$ cat src/rtl/atcaxi2tluh500_source_alloc_if.sv
`default_nettype none
// ============================================================================
// Module   : atcaxi2tluh500_source_alloc_if
// Brief    : Allocate/release handshake and status bundle for the source-ID
//            allocator of the AXI-to-TileLink-UH bridge.
// Revision : 1.0 - initial release
// ============================================================================
interface atcaxi2tluh500_source_alloc_if #(
    parameter int N = 4
);
    localparam int W = $clog2(N);

    // Allocation channel
    logic         alloc_valid;
    logic         alloc_ready;
    logic [W-1:0] alloc_id;

    // Release channel
    logic         free_valid;
    logic [W-1:0] free_id;

    // Status and error reporting
    logic [N-1:0] busy;
    logic [W:0]   count;
    logic         full;
    logic         empty;
    logic         err_dfree;
    logic         err_clr;

    // Allocator side
    modport slave (
        output alloc_valid, alloc_id, busy, count, full, empty, err_dfree,
        input  alloc_ready, free_valid, free_id, err_clr
    );

    // Issue/return logic side
    modport master (
        input  alloc_valid, alloc_id, busy, count, full, empty, err_dfree,
        output alloc_ready, free_valid, free_id, err_clr
    );
endinterface
`default_nettype wire

$ cat src/rtl/atcaxi2tluh500_source_alloc.sv
`default_nettype none
// ============================================================================
// Module   : atcaxi2tluh500_source_alloc
// Brief    : Source-ID allocator. Hands out the lowest free TileLink source
//            ID on each accepted allocation and releases it when the matching
//            D-channel response retires. Flags illegal releases (sticky).
// Revision : 1.0 - initial release
// ============================================================================
module atcaxi2tluh500_source_alloc #(
    parameter int N = 4
) (
    input  wire logic                          aclk,
    input  wire logic                          aresetn,
    atcaxi2tluh500_source_alloc_if.slave       bus
);
    localparam int W = $clog2(N);
    localparam logic [W:0] C_FULL_COUNT = (W+1)'(N);

    logic [N-1:0] r_busy;
    logic [W:0]   r_count;
    logic         r_err_dfree;

    logic [N-1:0] w_free_oh;
    logic [W-1:0] w_alloc_id;
    logic         w_alloc_valid;
    logic         w_alloc_fire;
    logic [N-1:0] w_free_dec;
    logic         w_free_ok;
    logic         w_err_set;
    logic [N-1:0] w_busy_set;
    logic [N-1:0] w_busy_clr;

    // Lowest clear bit of busy as a onehot; all-ones busy yields zero.
    assign w_free_oh     = ~r_busy & (r_busy + 1'b1);
    assign w_alloc_valid = ~(&r_busy);
    assign w_alloc_fire  = w_alloc_valid & bus.alloc_ready;

    // Onehot-to-binary encode of the free slot.
    always_comb begin
        w_alloc_id = '0;
        for (int k = 0; k < N; k++) begin
            if (w_free_oh[k]) begin
                w_alloc_id = w_alloc_id | W'(k);
            end
        end
    end

    // Decode free_id; out-of-range IDs match no bit, so they are never "ok".
    always_comb begin
        w_free_dec = '0;
        for (int k = 0; k < N; k++) begin
            w_free_dec[k] = (bus.free_id == W'(k));
        end
    end

    assign w_free_ok  = bus.free_valid & (|(r_busy & w_free_dec));
    assign w_err_set  = bus.free_valid & ~w_free_ok;
    assign w_busy_set = w_alloc_fire ? w_free_oh  : '0;
    assign w_busy_clr = w_free_ok    ? w_free_dec : '0;

    // Busy vector and outstanding count; set and clear of different bits can
    // coincide because the search never selects a currently-busy bit.
    always_ff @(posedge aclk or negedge aresetn) begin
        if (!aresetn) begin
            r_busy  <= '0;
            r_count <= '0;
        end else begin
            r_busy <= (r_busy | w_busy_set) & ~w_busy_clr;
            case ({w_alloc_fire, w_free_ok})
                2'b10:   r_count <= r_count + 1'b1;
                2'b01:   r_count <= r_count - 1'b1;
                default: r_count <= r_count;
            endcase
        end
    end

    // Sticky illegal-free flag; a new error wins over a clear request.
    always_ff @(posedge aclk or negedge aresetn) begin
        if (!aresetn) begin
            r_err_dfree <= 1'b0;
        end else if (w_err_set) begin
            r_err_dfree <= 1'b1;
        end else if (bus.err_clr) begin
            r_err_dfree <= 1'b0;
        end
    end

    // The count must always track the number of set busy bits.
    a_count_matches_busy : assert property (
        @(posedge aclk) disable iff (!aresetn)
        r_count == (W+1)'($countones(r_busy))
    );

    assign bus.alloc_valid = w_alloc_valid;
    assign bus.alloc_id    = w_alloc_id;
    assign bus.busy        = r_busy;
    assign bus.count       = r_count;
    assign bus.full        = (r_count == C_FULL_COUNT);
    assign bus.empty       = (r_count == '0);
    assign bus.err_dfree   = r_err_dfree;
endmodule
`default_nettype wire

$ cat src/flat_wrapper.sv
// flat-port wrapper written by rule: the top's interface ports become plain ports
module atcaxi2tluh500_source_alloc_flat 
#(
    parameter int N = 4
)
  (aclk, aresetn, bus_alloc_valid, bus_alloc_id, bus_busy, bus_count, bus_full, bus_empty, bus_err_dfree, bus_alloc_ready, bus_free_valid, bus_free_id, bus_err_clr);
  atcaxi2tluh500_source_alloc_if #(.N(N)) bus_i ();
  input  wire logic aclk;
  input  wire logic aresetn;
  output wire logic [$bits(bus_i.alloc_valid)-1:0] bus_alloc_valid;
  output wire logic [$bits(bus_i.alloc_id)-1:0] bus_alloc_id;
  output wire logic [$bits(bus_i.busy)-1:0] bus_busy;
  output wire logic [$bits(bus_i.count)-1:0] bus_count;
  output wire logic [$bits(bus_i.full)-1:0] bus_full;
  output wire logic [$bits(bus_i.empty)-1:0] bus_empty;
  output wire logic [$bits(bus_i.err_dfree)-1:0] bus_err_dfree;
  input wire logic [$bits(bus_i.alloc_ready)-1:0] bus_alloc_ready;
  input wire logic [$bits(bus_i.free_valid)-1:0] bus_free_valid;
  input wire logic [$bits(bus_i.free_id)-1:0] bus_free_id;
  input wire logic [$bits(bus_i.err_clr)-1:0] bus_err_clr;
  assign bus_alloc_valid = bus_i.alloc_valid;
  assign bus_alloc_id = bus_i.alloc_id;
  assign bus_busy = bus_i.busy;
  assign bus_count = bus_i.count;
  assign bus_full = bus_i.full;
  assign bus_empty = bus_i.empty;
  assign bus_err_dfree = bus_i.err_dfree;
  assign bus_i.alloc_ready = bus_alloc_ready;
  assign bus_i.free_valid = bus_free_valid;
  assign bus_i.free_id = bus_free_id;
  assign bus_i.err_clr = bus_err_clr;
  atcaxi2tluh500_source_alloc #(.N(N)) u_core (.aclk(aclk), .aresetn(aresetn), .bus(bus_i));
endmodule
$ cat config.mk
export PLATFORM = sky130hd
export DESIGN_NAME = atcaxi2tluh500_source_alloc_flat
export DESIGN_NICKNAME = d
export VERILOG_FILES = /design/src/rtl/atcaxi2tluh500_source_alloc_if.sv /design/src/rtl/atcaxi2tluh500_source_alloc.sv /design/src/flat_wrapper.sv
export SDC_FILE = /design/constraint.sdc
export NUM_CORES = 1
export LEC_CHECK = 0
export ABC_AREA = 1
export BUFFER_PORTS_ARGS = -buffer_cell sky130_fd_sc_hd__buf_2
export CORE_AREA = 2 2 39 41
export DETAILED_ROUTE_END_ITERATION = 6
export DIE_AREA = 0 0 41 43
export GPL_TIMING_DRIVEN = 0
export SYNTH_ARGS = -nofsm -noshare
export SYNTH_HDL_FRONTEND = slang
export SYNTH_SLANG_ARGS = --single-unit
$ cat constraint.sdc
create_clock -name aclk -period 6 [get_ports aclk]
set_clock_uncertainty 0.2 [all_clocks]
set_input_delay 0.9 -clock aclk [delete_from_list [all_inputs] [get_ports aclk]]
set_output_delay 0.9 -clock aclk [all_outputs]
set_load 0.01 [all_outputs]
* After elaboration in Yosys (flattened, before gate mapping) *
Index checks and enable logic that the tools add are counted.
Widths: inputs -> output; s select.

storage, ports and cells
  flip-flop bits (word level) = 8
  word-level logic and storage cells = 37
  input bits = 7
  output and inout port bits = 13

operators by class
  $add $sub $neg = 3
  equal/unequal tests = 6
  reductions and logical operators = 6
  mux-type cells = 8
  bitwise logic cells = 11

operators by type and width
  cell                 count
  $and 4x4->4          3
  $mux 4               2
  $not 4->4            2
  $eq 2x2->1 const B   3
  $pmux 3 s2           1
  $add 4x1->4 const B  1
  $eq 2x1->1 const B   2
  $mux 2               2
  $or 4x4->4           1
  $reduce_and 4->1     1
  $reduce_bool 2->1    2
  $reduce_or 4->1      1
  $add 3x1->3 const B  1
  $and 1x1->1          3
  $eq 3x3->1 const B   1
  $logic_not 3->1      1
  $mux 1               3
  $sub 3x1->3 const B  1
  $logic_not 2->1      1
  $not 1->1            2

* Depth between registers and ports, before layout *
  depth in word-level cells = 7
  gate-level depth with buffers = 11
  mapped depth without buffers = 11

* Worst setup path after synthesis *
Ideal clock, no wire load.

  kind = input -> register
  start = in bus_free_id[1]
  end = reg u_core.r_count[2] (netlist: u_core.bus.count[2])
  stages = 11
  path buffers = 0
  setup time = 127 ps
  arrival = 2219 ps
  path slack = 3454 ps
  required time = 5673 ps
  cell sequence = nor2_1 -> nand2_1 -> nand2_1 -> inv_2 -> a21oi_1 -> ha_1 -> inv_2 -> fa_1 -> a21oi_1 -> o21ai_1 -> xor2_1

between the ends
  longest elaborated chain between the ends = 6
  elaborated cells between the ends (all ways) = 11
  those cells by class = eq/ne (5); mux (1); bitwise (2); reduce/logical (3)

ends and longest elaborated chain
  item                                                    RTL line                           text
  start, declared                                         flat_wrapper.sv:19                 input wire logic [$bits(bus_i.free_id)-1:0] bus_free_id;
  $eq 2x1->1, or another cell as far along                atcaxi2tluh500_source_alloc.sv:52  w_free_dec[k] = (bus.free_id == W'(k));
  $and 4x4->4 *                                           atcaxi2tluh500_source_alloc.sv:56  assign w_free_ok = bus.free_valid & (|(r_busy & w_free_dec));
  $reduce_or 4->1 *                                       atcaxi2tluh500_source_alloc.sv:56
  $and 1x1->1 *                                           atcaxi2tluh500_source_alloc.sv:56
  $eq 2x1->1 / $eq 2x2->1 (equally long branches)         atcaxi2tluh500_source_alloc.sv:69  case ({w_alloc_fire, w_free_ok})
  $pmux 3 s2 / $reduce_bool 2->1 (equally long branches)  n/a
  end signal, assigned                                    atcaxi2tluh500_source_alloc.sv:70  2'b10: r_count <= r_count + 1'b1;
  end signal, assigned                                    atcaxi2tluh500_source_alloc.sv:71  2'b01: r_count <= r_count - 1'b1;
  end signal, assigned                                    atcaxi2tluh500_source_alloc.sv:72  default: r_count <= r_count;
  end, declared                                           atcaxi2tluh500_source_alloc.sv:20  logic [W:0] r_count;

Mark *: on every way between the ends. The rest lies on a longest branch, timed or not.
A chain may end at the register's enable or synchronous reset.

* Worst setup path in the final report *
Ends and elaborated chain as after synthesis.

==> out/summary.txt <==
# clock sinks -> 8
endpoints failing hold -> 0
Pwr Density -> 357 mW/mm^2
via count -> 493
Die X -> 41 um
power consumption -> 0.229 mW
Critical Path End Type -> flip-flop
mean post-synth cell area -> 7.64 um^2
Worst Max-Slew Pin Slew -> 0.203 ns
CTS tree -> yes
CTS Root Cell -> clkbuf_4
drt pass-1 iters -> 4
CTS Buf Count -> 3
Max Slew Vio Count -> 0
area share of the leading cell type in the synthesized netlist -> 0.397
Setup TNS Final -> 0 ns
post-synthesis cell type count -> 19
postcts setup bufs -> 0
Setup-failing EPs final -> 0
Crit Path Max Fanout -> 6
Hold Path Class -> input port to async pin
Fmax -> 0.388 GHz
# hold bufs at CTS -> 0
pin count of the biggest net entering global routing -> 9
sequential area share after synthesis -> 0.397
vias in the first global route -> 479
most frequent cells in the layout -> buf_2 (19), inv_1 (14), nand2_1 (12), nand3_1 (8), dfrtp_1 (8)
Pleak -> 0.374 nW
max-cap violation count -> 0
worst reg2reg path depth -> 10
CTS Buffer Depth -> 2
DR DRC count -> 0
initial core utilization -> 0.364
initial antenna violation count -> 0
Via density -> 4.74
CP Launch Type -> input port
Worst R2R Start -> u_core.bus.busy[1]$_DFF_PN0_
Yosys reg bits -> 8
post-CTS resize count -> 0
placer congestion estimate -> 0.784
Net Count, Synth -> 75
first-pass GRT wire length -> 1950 um
Warnings, synthesis -> 0
antenna fix cells -> 0
initial DRC count -> 7
GRT overflow -> 0
worst reg2reg endpoint -> u_core.bus.count[2]$_DFFE_PN0P_
gr usage total -> 0.167
detailed placement HPWL -> 900 um
largest area contributor in the netlist -> dfrtp_1
final WL -> 1130 um
IO Port Bufs -> 19
fin nets -> 99
Core ar. -> 0.00138 mm^2
share of layout cells above drive strength 1 -> 0.307
Critical Path AT -> 2.50 ns
Area Growth Syn to Fin -> 27.3%
outcome -> finished clean
commonest non-fill, non-tap cell in the layout -> buf_2
io pins -> 20
Die Span Y -> 43 um
WP data required -> 5.93 ns
Final Worst Setup Slack -> 3.43 ns
Detail Route Antenna Nets -> 0
largest cells by area after synthesis -> dfrtp_1 (40%), inv_1 (10%), nand2_1 (8.9%)
Rows -> 14
CTS H-tree lvls -> 1
per-cell routed wire length -> 10.9 um
cell count after synthesis -> 66
Skew-Pair Late Insertion Delay -> 0.26 ns
Die ar. -> 0.00176 mm^2
Final Cycle Share -> 0.429
Final Critical Period -> 2.57 ns
pre-CTS setup slack -> 3.16 ns
r2r setup slk -> 3.84 ns
kind of critical path -> input port to flip-flop
Syn Std Cell Area -> 504 um^2
clock-pin slew on the worst setup and hold paths -> 0.06 ns
RSZ-0062 raised after global routing -> no
VDD IR max -> 0.145 mV
Slew HR -> 0.865
worst max-delay path, stage by stage:
cell	delay, ns
buf_2	0.13
nor2_1	0.13
nand2_1	0.06
nand2_1	0.07
inv_2	0.05
a21oi_1	0.17
ha_1	0.19
inv_2	0.05
fa_1	0.38
a21oi_1	0.14
o21ai_1	0.09
xor2_1	0.14
cell type report:
type / count / area (um^2)
fill: 163 / 742
clock buffer: 3 / 22.5
sequential: 8 / 200
tap: 16 / 20.0
inverter: 17 / 63.8
multi-input combinational: 41 / 240
timing repair buffer: 19 / 95.1
per-stage QoR:
stage / area, um^2 / cells / hold WS [ns] / util
6_report: 642 / 104 / 0.269 / 0.464
5_1_grt: 642 / 104 / 0.273 / 0.464
4_1_cts: 642 / 104 / 0.267 / 0.464
3_5_place_dp: 619 / 101 / 0.336 / 0.448
3_3_place_gp: 619 / 101 / 0.334 / 0.448
2_1_floorplan: 504 / 66 / 0.364 / -
synth_stat cells:
cell and n:
xor2_1 1, o22ai_2 1, nand3_1 8, o21ai_1 1
inv_2 3, nand2_4 1, ha_1 1, a21oi_1 3
xnor2_1 1, inv_1 14, o21ai_0 1, nand4_1 1
nor2_1 3, nand2_1 12, fa_1 1, nor3_1 2
o22ai_1 1, dfrtp_1 8, o21bai_1 3
power by group:
group	leakage [nW]	internal, mW	switching, mW
combinational	0.273	0.0446	0.0572
sequential	0.0874	0.0694	0.0175
clock	0.0138	0.0228	0.0178
total	0.374	0.137	0.0925
registers in the layout, summed over array words and instances, names as in the netlist:
register,flops
u_core.bus.count,3
u_core.bus.busy,4
u_core.bus.err_dfree,1
per-layer routing:
metal	GRT usage	routed length [um]
met1	0.205	503
met2	0.238	526
met3	0.0785	78
met4	0.0800	22
met5	0	0
cell families (layout without fill, tap and decap cells):
logic type                 count (synthesis)  count (layout)  share of synthesized area
and+or+nand+nor                           27              27                      0.246
buffers and inverters                     17              39                      0.127
AOI/OAI and AO/OA                         10              10                      0.131
DFF                                        8               8                      0.397
adders and majority gates                  2               2                     0.0645
xor gates and xnor gates                   2               2                     0.0347
worst max path at each step:
stage	start	end	slack [ns]
2_1_floorplan	bus_free_id[1]	u_core.bus.count[2]$_DFFE_PN0P_	3.45
3_3_place_gp	bus_free_id[1]	u_core.bus.count[2]$_DFFE_PN0P_	3.17
3_5_place_dp	bus_free_id[1]	u_core.bus.count[2]$_DFFE_PN0P_	3.16
4_1_cts	bus_free_id[1]	u_core.bus.count[2]$_DFFE_PN0P_	3.43
5_1_grt	bus_free_id[1]	u_core.bus.count[2]$_DFFE_PN0P_	3.27
6_report	bus_free_id[1]	u_core.bus.count[2]$_DFFE_PN0P_	3.43
No activity file was read; power rests on OpenSTA's default activity.
